### config.mk
export PLATFORM = sky130hd
export DESIGN_NAME = alarm_countdown_timer_flat
export DESIGN_NICKNAME = d
export VERILOG_FILES = /design/src/rtl/alarm_countdown_timer_if.sv /design/src/rtl/alarm_countdown_timer.sv /design/src/flat_wrapper.sv
export SDC_FILE = /design/constraint.sdc
export NUM_CORES = 1
export LEC_CHECK = 0
export ABC_AREA = 1
export BUFFER_PORTS_ARGS = -buffer_cell sky130_fd_sc_hd__clkbuf_2
export CORE_MARGIN = 8
export CORE_UTILIZATION = 25
export CTS_CLUSTER_SIZE = 40
export DETAILED_ROUTE_END_ITERATION = 8
export PLACE_DENSITY = 0.5
export SYNTH_ARGS = -nofsm -noshare
export SYNTH_HDL_FRONTEND = slang
export SYNTH_SLANG_ARGS = --single-unit
### constraint.sdc
create_clock -name clock -period 2.5 [get_ports clock]
set_input_delay 0.125 -clock clock [delete_from_list [all_inputs] [get_ports clock]]
set_output_delay 0.125 -clock clock [all_outputs]
set_load 0.005 [all_outputs]
### src/rtl/alarm_countdown_timer_if.sv
// Control/status bundle between the alarm FSM (master) and the countdown timer (slave).
// The pause line exists only when ALARM_TIMER_PAUSE_EN is defined.
interface alarm_countdown_timer_if #(
   parameter int VALUE_W = 4
);
   logic               start_timer;
   logic [VALUE_W-1:0] value;
   logic               expired;
   logic               one_hz_enable;
   logic [VALUE_W-1:0] remaining;
`ifdef ALARM_TIMER_PAUSE_EN
   logic               pause;

   modport master (
      output start_timer, value, pause,
      input  expired, one_hz_enable, remaining
   );
   modport slave (
      input  start_timer, value, pause,
      output expired, one_hz_enable, remaining
   );
`else
   modport master (
      output start_timer, value,
      input  expired, one_hz_enable, remaining
   );
   modport slave (
      input  start_timer, value,
      output expired, one_hz_enable, remaining
   );
`endif
endinterface

### src/rtl/alarm_countdown_timer.sv
// Whole-second countdown timer with the system 1 Hz enable for the alarm controller.
// Optional freeze input enabled by defining ALARM_TIMER_PAUSE_EN.
module alarm_countdown_timer #(
   parameter int CLK_FREQ = 100_000_000,
   parameter int VALUE_W  = 4
) (
   input logic                    clock,
   input logic                    reset,
   alarm_countdown_timer_if.slave tmr
);

   localparam int             PS_W   = $clog2(CLK_FREQ);
   localparam logic [PS_W-1:0] PS_MAX = PS_W'(CLK_FREQ - 1);

   typedef enum logic [1:0] {
      IDLE  = 2'd0,
      COUNT = 2'd1,
      DONE  = 2'd2
   } state_t;

   state_t             state;
   logic [PS_W-1:0]    prescaler;
   logic [VALUE_W-1:0] remaining_q;
   logic               hold;
   logic               tick;

   function automatic logic [VALUE_W-1:0] sat_dec(input logic [VALUE_W-1:0] x);
      return (x == '0) ? x : x - VALUE_W'(1);
   endfunction

`ifdef ALARM_TIMER_PAUSE_EN
   assign hold = tmr.pause;
`else
   assign hold = 1'b0;
`endif

   // A frozen prescaler must not emit a tick even if parked on its last count.
   assign tick = (prescaler == PS_MAX) && !hold;

   always_ff @(posedge clock or posedge reset) begin
      if (reset) begin
         state       <= IDLE;
         prescaler   <= '0;
         remaining_q <= '0;
      end else if (tmr.start_timer) begin
         prescaler   <= '0;
         remaining_q <= tmr.value;
         state       <= (tmr.value == '0) ? DONE : COUNT;
      end else begin
         if (!hold) begin
            prescaler <= (prescaler == PS_MAX) ? '0 : prescaler + PS_W'(1);
         end
         case (state)
            IDLE: begin
               state <= IDLE;
            end
            COUNT: begin
               if (tick) begin
                  remaining_q <= sat_dec(remaining_q);
                  if (remaining_q <= VALUE_W'(1)) begin
                     state <= DONE;
                  end
               end
            end
            // DONE always retires after one cycle so expired stays a single pulse.
            DONE: begin
               state <= IDLE;
            end
            default: begin
               state <= IDLE;
            end
         endcase
      end
   end

   assign tmr.expired       = (state == DONE);
   assign tmr.one_hz_enable = tick;
   assign tmr.remaining     = remaining_q;

endmodule

### src/flat_wrapper.sv
// flat-port wrapper written by rule: the top's interface ports become plain ports
module alarm_countdown_timer_flat 
#(
   parameter int CLK_FREQ = 100_000_000,
   parameter int VALUE_W  = 4
)
  (clock, reset, tmr_start_timer, tmr_value, tmr_expired, tmr_one_hz_enable, tmr_remaining);
  alarm_countdown_timer_if #(.VALUE_W(VALUE_W)) tmr_i ();
  input logic clock;
  input logic reset;
  input wire logic [$bits(tmr_i.start_timer)-1:0] tmr_start_timer;
  input wire logic [$bits(tmr_i.value)-1:0] tmr_value;
  output wire logic [$bits(tmr_i.expired)-1:0] tmr_expired;
  output wire logic [$bits(tmr_i.one_hz_enable)-1:0] tmr_one_hz_enable;
  output wire logic [$bits(tmr_i.remaining)-1:0] tmr_remaining;
  assign tmr_i.start_timer = tmr_start_timer;
  assign tmr_i.value = tmr_value;
  assign tmr_expired = tmr_i.expired;
  assign tmr_one_hz_enable = tmr_i.one_hz_enable;
  assign tmr_remaining = tmr_i.remaining;
  alarm_countdown_timer #(.CLK_FREQ(CLK_FREQ), .VALUE_W(VALUE_W)) u_core (.clock(clock), .reset(reset), .tmr(tmr_i));
endmodule
# == Yosys cells after proc, flatten, opt, wreduce, memory -nomap -nowiden ==
# Cells that the tools add are included.
# W data, S select, Z words.
# totals
register_bits,33
elab_cells,29
rom_bits,0
ram_bits,0
memories,0
output_inout_bits,6
latch_bits,0
inputBits,7
# op_classes
order_cmp,1
div_mod_pow,0
n_eq_ne,6
n_bitwise,0
reduce_logical,6
muxes,11
n_addsub,2
shifts,0
multipliers,0
# op_table
cell,n
$mux W27,2
$add A27 B1 Y27 const B,1
$eq A27 B27 Y1 const B,1
$mux W4,4
$mux W2,5
$logic_not A4 Y1,2
$le A4 B1 Y1 const B,1
$reduce_bool A2 Y1,2
$sub A4 B1 Y4 const B,1
$ne A3 B2 Y1 const B,1
$ne A3 B3 Y1 const B,1
$reduce_and A3 Y1,1
$eq A2 B1 Y1 const B,1
$eq A2 B2 Y1 const B,1
$ne A2 B2 Y1 const B,1
$reduce_and A2 Y1,1

# == Depth between registers and ports, before layout ==
# Gate-level depths: netlist (run 1).
# logic_depth
depth_word,5
depth_mapped,10
depth_no_buf,10

# == Worst setup path before layout (run 1) ==
# No wires, ideal clock.
# synth_timing
kind,reg2reg
from,register u_core.prescaler[0]
to,register u_core.prescaler[16]
arrival_time_ps,1330
setup_ps,125
path_stages_with_launch,10
n_path_buf,1
required_ps,2375
slack_ps,1044
synth_period_minus_slack_ps,1456
path_cell_list,dfrtp_1 ha_1 nand2_1 nor2_2 nand2_2 nor2_1 nand2_1 nand2_4 buf_6 nor3_1
# synth_between
elab_chain_len,3
elab_cells_between_ends,4
classes_between,add/sub: 1; eq/ne: 1; mux: 2
# synth_lines
element,line,text
"start, declared",alarm_countdown_timer.sv:22,logic [PS_W-1:0] prescaler;
"start signal, assigned",alarm_countdown_timer.sv:51,prescaler <= (prescaler == PS_MAX) ? '0 : prescaler + PS_W'(1);
$add A27 B1 Y27 or $eq A27 B27 Y1 (tied branches),alarm_countdown_timer.sv:51,
$mux W27 *,alarm_countdown_timer.sv:51,
$mux W27 *,alarm_countdown_timer.sv:45,end else if (tmr.start_timer) begin
# Every way passes the cells marked *; elsewhere a longest branch is shown, timed or not.
# A chain may end at the register's enable or synchronous reset.

# == Worst setup path in the final report (run 1) ==
# layout_timing
from,register u_core.prescaler[0]
to,output tmr_one_hz_enable
# layout_between
elab_chain_len,1
# layout_lines
element,line,text
$eq A27 B27 Y1,alarm_countdown_timer.sv:38,assign tick = (prescaler == PS_MAX) && !hold;
"end, declared",flat_wrapper.sv:14,output wire logic [$bits(tmr_i.one_hz_enable)-1:0] tmr_one_hz_enable;
# Every way passes these cells.

==> flow_summary.json, run 1 <==
{
  "die_h_um": 106.0,
  "io-pin-count": 13,
  "grt_use_total_pct": 8.854,
  "initial_utilization_pct": 25.17,
  "async_reset_ff_share_pct": 100.0,
  "cp_num_buf_inv": 1,
  "path_cells": "ha_1 -> nand2_1 -> nor2_2 -> nand2_2 -> nor4_1 -> clkbuf_2",
  "finalPower_mw": 1.381,
  "cts_max_path_buffers": 2,
  "fillers": 892,
  "fin_crit_sh_pct": 76.23,
  "clock_sinks": 33,
  "critPathRequiredTime_ps": 2380,
  "fin_ws_ps": 594.2,
  "hold_viol": 0,
  "area_delta_synth_final_pct": 16.36,
  "drt-total-wl_um": 4672,
  "hpwl_um": 3592,
  "critical_path_class": "reg -> out",
  "startpoint_type": "flop",
  "use_met2_pct": 14.12,
  "netlist_top_cells_area": "dfrtp_1 41%, nand2_1 16%, nor2_1 12%",
  "synthCells": 297,
  "cp_top_family": "simple AND/OR/NAND/NOR gates",
  "overflow": 0,
  "n_antenna_cell": 0,
  "cpMaxStageDelayCell": "dfrtp_1",
  "avgSynthCellArea_um2": 6.825,
  "met1_usage_pct": 11.39,
  "chipWidth_um": 106.0,
  "io_buffers": 12,
  "postCtsSetupRepairBufs": 0,
  "clock_latency_ps": 290,
  "post_cts_resized": 0,
  "slew_headroom_pct": 70.97,
  "gp_congestion": 0.8499,
  "synth_top_cell_area_share_pct": 40.74,
  "rows": 33,
  "cts_tree": "yes",
  "grtUsageMet3_pct": 2.238,
  "via_per_inst": 4.289,
  "end_kind": "output port",
  "p_leak_nw": 1.081,
  "wire_per_inst_um": 11.07,
  "cp_data_arrival_time_ps": 1780,
  "cts_root_buf": "clkbuf_8",
  "path_clk_slew_ps": 80,
  "synth-main-ff-cell": "dfrtp_1",
  "numCtsBuffers": 5,
  "path_max_fanout": 6,
  "core_area_um2": 8051,
  "status": "finished clean",
  "grt_max_degree": 34,
  "rsz0062_at_grt": "no",
  "hold_class": "in -> reg",
  "num_vias": 1810,
  "drt_iter0_markers": 87,
  "tightestPinTransition_ps": 435.4,
  "multi_input_area_um2": 1032,
  "busiest_layer": "met2",
  "final_nets": 326,
  "power_density_nw_per_um2": 585.5,
  "first_pass_iters": 5,
  "pre_cts_ws_ps": 726.3,
  "grt_pass1_wl_um": 8183,
  "die_area_um2": 11250,
  "synth_edf_count": 0,
  "setup_viol": 0,
  "drive_gt1_share_pct": 11.99,
  "r2r_slack_ps": 720,
  "grt_pass1_vias": 1775,
  "period_minus_slack_ps": 1906,
  "synth_seq_area_share_pct": 40.74,
  "synth_nets": 307,
  "seq_area_um2": 825.8,
  "synth_commonest_cells": "87 x nand2_1, 66 x nor2_1, 39 x inv_1, 33 x dfrtp_1, 14 x nand3_1",
  "clock_skew_ps": 13.21,
  "slowest_delay_ps": 380,
  "ys_warn_count": 0,
  "drc_errors": 0,
  "post-synth-top-count-cell": "nand2_1",
  "antenna_found_initial": 0,
  "htreeDepth": 2,
  "max_cap_violations": 0,
  "irDropWorstVdd_mv": 0.2265,
  "fmax_ghz": 0.5247,
  "drv_slew": 0,
  "synth_cell_type_count": 31,
  "synth_area_um2": 2027,
  "ys_seq_elements": 33,
  "synth_top_cell_by_area": "dfrtp_1",
  "fin_setup_tns_ps": 0,
  "ant_nets": 0
}
==> area by class of cell <==
class / instances / share of cell area (%)
clock buffer: 5 / 2.918
clock inverter: 3 / 2.918
inverter: 41 / 6.525
multi-input combinational: 221 / 43.77
sequential: 33 / 35.01
tap: 105 / 5.570
timing repair buffer: 14 / 3.289
==> tightest hold or removal path, stage by stage <==
cell      delay, ps
clkbuf_2         90
nor2_1           40
nand2_1          60
nand2_1          50
nand2_1          60
==> final timing paths <==
check / startpoint / cells after the start / endpoint
worst min-delay path: tmr_value[1] / 5 / u_core.state[0]$_DFFE_PP0P_
worst max register to register: u_core.prescaler[0]$_DFF_PP0_ / 10 / u_core.prescaler[13]$_DFF_PP0_
min in group asynchronous: reset / 4 / u_core.prescaler[26]$_DFF_PP0_
worst max-delay path: u_core.prescaler[0]$_DFF_PP0_ / 6 / tmr_one_hz_enable
worst min register to register: u_core.prescaler[0]$_DFF_PP0_ / 1 / u_core.prescaler[0]$_DFF_PP0_
max in group asynchronous: reset / 4 / u_core.prescaler[7]$_DFF_PP0_
==> power breakdown <==
group / switching [mW] / internal [mW] / leakage, nW
sequential: 0.0228 / 0.560 / 0.449
clock: 0.220 / 0.401 / 0.0687
combinational: 0.111 / 0.0656 / 0.563
==> routing by layer <==
layer | part of all wire, % | routed length, um
met5 | 0 | 0
met4 | 1.5 | 71
met3 | 3.8 | 178
met2 | 44 | 2050
met1 | 51 | 2372
==> registers in the layout (all words and copies together), names as in the netlist <==
register and cells:
u_core.prescaler 27, u_core.state 2, u_core.tmr.remaining 4
==> layout by cell type (no fill, tap or decap), drive strengths merged, types with 3 or more instances in the layout <==
cell / count
nor3: 13
clkbuf: 17
nand2: 91
nor2: 74
nand3: 16
ha: 3
xor2: 4
dfrtp: 33
a21oi: 4
o21ai: 5
inv: 42
==> cell families (layout without fill, tap and decap cells) <==
group,count (synthesis),in the layout,share of synthesized area (%)
XOR/XNOR,5,5,2.160
AND/OR/NAND/NOR,199,199,42.96
adder cells (fa/ha/maj),3,3,1.852
AO/OA/AOI/OAI,14,14,3.951
flip-flops,33,33,40.74
buffers and inverters,43,63,8.333
==> timing repair <==
item / CTS / global route
endpoints found under the hold margin: 33 / 0
hold buffers: 1 / 0
endpoints found under the setup margin: 0 / 0
==> per-stage QoR <==
| stage | cell area (um^2) | hold WS, ps | util (%) | std cells |
|---|---|---|---|---|
| 2_1_floorplan | 2027 | 253.9 | - | 297 |
| 3_3_place_gp | 2211 | 235.2 | 27.46 | 413 |
| 3_5_place_dp | 2211 | 228.8 | 27.46 | 413 |
| 4_1_cts | 2359 | 163.8 | 29.29 | 422 |
| 5_1_grt | 2359 | 216.0 | 29.29 | 422 |
| 6_report | 2359 | 161.3 | 29.29 | 422 |
(Power assumes the default switching activity.)
==> inputs of run 2 (changes only) <==
--- a/config.mk
+++ b/config.mk
@@ -5,13 +5,13 @@
 export SDC_FILE = /design/constraint.sdc
 export NUM_CORES = 1
 export LEC_CHECK = 0
-export ABC_AREA = 1
+export ABC_AREA = 0
 export BUFFER_PORTS_ARGS = -buffer_cell sky130_fd_sc_hd__clkbuf_2
 export CORE_MARGIN = 8
 export CORE_UTILIZATION = 25
 export CTS_CLUSTER_SIZE = 40
 export DETAILED_ROUTE_END_ITERATION = 8
-export PLACE_DENSITY = 0.5
+export PLACE_DENSITY = 0.51
 export SYNTH_ARGS = -nofsm -noshare
 export SYNTH_HDL_FRONTEND = slang
 export SYNTH_SLANG_ARGS = --single-unit
==> constraint.sdc (replaced) <==
create_clock -name clock -period 1.55 [get_ports clock]
set_input_delay 0.0775 -clock clock [delete_from_list [all_inputs] [get_ports clock]]
set_output_delay 0.0775 -clock clock [all_outputs]
set_load 0.005 [all_outputs]
==> run 2 against run 1 <==
Against the previous run:
- the run now ends with negative setup slack left
- worst setup slack worse by 1000 ps
- total power is 26% higher
- die area is 5.2% lower
- non-clock buffer count is 61 higher
- sequential share of layout area is 6.2 points lower
- critical path depth stayed put
- first-iteration DRC count is 29% lower
- core utilization is 8.7 points higher
- sequential power is 55% higher
- largest cell class unchanged
- largest power group is now sequential cells
==> flow_summary.json, run 2 <==
{
  "cts_max_path_buffers": 2,
  "grt_pass1_wl_um": 8611,
  "overflow": 0,
  "synth-main-ff-cell": "dfrtp_1",
  "end_kind": "flop",
  "hold_class": "in -> reg",
  "htreeDepth": 2,
  "clock_latency_ps": 280,
  "slew_headroom_pct": 70.71,
  "clock_sinks": 33,
  "ys_seq_elements": 33,
  "violations": "negative setup slack",
  "path_clk_slew_ps": 60,
  "rsz0062_at_grt": "yes",
  "io_buffers": 12,
  "grt_max_degree": 34,
  "power.share.combinational_pct": 12.4,
  "finalInstanceArea_um2": 2875,
  "hpwl_um": 3533,
  "synth_top_cell_area_share_pct": 43.39,
  "ant_nets": 0,
  "cts_root_buf": "clkbuf_8",
  "fillers": 743,
  "post-synth-top-count-cell": "dfrtp_1",
  "synth_area_um2": 1903,
  "initial_utilization_pct": 25.15,
  "fin_ws_ps": -441.7,
  "r2r_start": "u_core.prescaler[12]$_DFF_PP0_",
  "drv_slew": 0,
  "clkPwrFrac_pct": 35.9,
  "async_reset_ff_share_pct": 100.0,
  "pwr-share-seq_pct": 51.7,
  "hold_viol": 0,
  "min_from": "tmr_value[0]",
  "startpoint_type": "flop",
  "numCtsBuffers": 5,
  "grt_use_total_pct": 10.39,
  "ys_warn_count": 0,
  "grt_pass1_vias": 1759,
  "p_leak_nw": 1.174,
  "num_vias": 1827,
  "critical_path_class": "reg -> reg",
  "p_int_mw": 1.304,
  "sw_frac_of_total_pct": 25.30,
  "rows": 32,
  "gp_congestion": 0.7584,
  "chipWidth_um": 103.3,
  "wire_per_inst_um": 13.34,
  "netlist_top_cells_area": "dfrtp_1 43%, nor2_1 4.3%, nand3_1 3.7%",
  "fin_crit_sh_pct": 128.5,
  "placed_cell_area_um2": 2509,
  "irDropWorstVdd_mv": 0.2254,
  "n_antenna_cell": 0,
  "startpoint": "u_core.prescaler[12]$_DFF_PP0_",
  "hold_ws_ps": 106.4,
  "final_nets": 287,
  "synthCells": 202,
  "synth_nets": 212,
  "area_delta_synth_final_pct": 51.08,
  "drive_gt1_share_pct": 46.40,
  "status": "finished, violations left",
  "via_per_inst": 4.808,
  "max_cap_violations": 0,
  "final_cell_mix": "55 x buf_4, 32 x dfrtp_1, 12 x nand2_1, 12 x nor2_1",
  "power_density_nw_per_um2": 607.1,
  "synth_edf_count": 0,
  "tightestPinTransition_ps": 439.4,
  "fmax_ghz": 0.5021,
  "cts_tree": "yes",
  "core_area_um2": 7567,
  "avgSynthCellArea_um2": 9.421,
  "die_h_um": 103.3,
  "final_cells": 380,
  "synth_top_cell_by_area": "dfrtp_1",
  "die_area_um2": 10660,
  "antenna_found_initial": 0,
  "drc_errors": 0,
  "synth_seq_area_share_pct": 43.39,
  "synth_commonest_cells": "33 x dfrtp_1, 22 x nor2_1, 14 x nand3_1, 12 x nand2_1, 10 x a21oi_1",
  "setup_viol": 30,
  "largest_reg_flops": 27,
  "finalPower_mw": 1.745,
  "dp_cells": 360,
  "switchingPower_mw": 0.4417,
  "drt-total-wl_um": 5070,
  "final_common_cell": "buf_4",
  "period_minus_slack_ps": 1992,
  "cp_data_arrival_time_ps": 2150,
  "clock_skew_ps": 9.100,
  "largest_register": "u_core.prescaler",
  "first_pass_iters": 4,
  "drt_iter0_markers": 62,
  "io-pin-count": 13,
  "path_max_fanout": 6,
  "synth_cell_type_count": 47,
  "critPathRequiredTime_ps": 1710
}
-- run 2: per-layer routing --
layer  vias up  share of wire [%]  track usage (%)  wire, um
met5         -                  0                0         0
met3         8                2.2            2.008       112
met1       908                 44            13.22      2247
li1        890                  -                -         -
met2        21                 51            16.77      2602
met4         0                2.1            4.449       108
-- run 2: power by group through the flow --
stage / clock network [mW] / logic (mW) / registers, mW
4_1_cts: 0.658 / 0.222 / 0.901
2_1_floorplan: 0 / 0.0982 / 0.915
6_report: 0.627 / 0.217 / 0.902
5_1_grt: 0.684 / 0.241 / 0.904
3_3_place_gp: 0 / 0.182 / 0.917
3_5_place_dp: 0 / 0.181 / 0.918
-- run 2: worst paths after layout --
kind	to	slack [ps]	cells after the start
min in group asynchronous	u_core.prescaler[19]$_DFF_PP0_	420	4
setup / recovery	u_core.tmr.remaining[1]$_DFFE_PP0P_	-440	6
hold reg to reg	u_core.prescaler[0]$_DFF_PP0_	500	1
hold / removal	u_core.tmr.remaining[0]$_DFFE_PP0P_	110	3
setup reg to reg	u_core.tmr.remaining[1]$_DFFE_PP0P_	-440	6
max in group asynchronous	u_core.prescaler[0]$_DFF_PP0_	800	4
-- run 2: area by class of cell --
| cell class | instances | area, um^2 | area share, % |
|---|---|---|---|
| multi-input combinational | 153 | 1210 | 42.08 |
| sequential | 33 | 827.0 | 28.76 |
| timing repair buffer | 75 | 596.8 | 20.76 |
| tap | 102 | 127.6 | 4.439 |
| clock buffer | 8 | 80.08 | 2.785 |
| inverter | 9 | 33.78 | 1.175 |
-- run 2: through the flow --
stage	utilization, %	setup TNS, ps	setup slack [ps]
floorplan	-	-8744	-330.6
global route	38.00	-11650	-507.8
CTS	37.63	-10850	-471.4
finish	38.00	-9552	-441.7
detailed placement	33.15	-9512	-460.1
global placement	33.15	-9403	-414.8
-- run 2: repair_timing --
item / in CTS / in global routing
hold buffers: 1 / 0
resized for setup: 27 / 18
endpoints found under the setup margin: 30 / 31
hold endpoints to repair: 33 / 0
gates cloned: 1 / 0
pin swaps: 13 / 8
buffers inserted: 12 / 0
-- run 2: kinds of logic (layout without fill, tap and decap cells) --
family | count (synthesis) | count (layout) | synth area share, %
AO/OA/AOI/OAI | 39 | 39 | 13.74
XOR/XNOR | 13 | 13 | 5.983
AND/OR/NAND/NOR | 98 | 98 | 31.23
adder cells (fa/ha/maj) | 3 | 3 | 1.973
flip-flops | 33 | 33 | 43.39
buffers and inverters | 16 | 92 | 3.681
-- run 2: worst max-delay path, stage by stage (launching register included) --
cell     delay, ps
dfrtp_1        400
or4_4          530
nor4_4         290
buf_4          170
buf_6          130
nand3_2         60
a221o_1        310
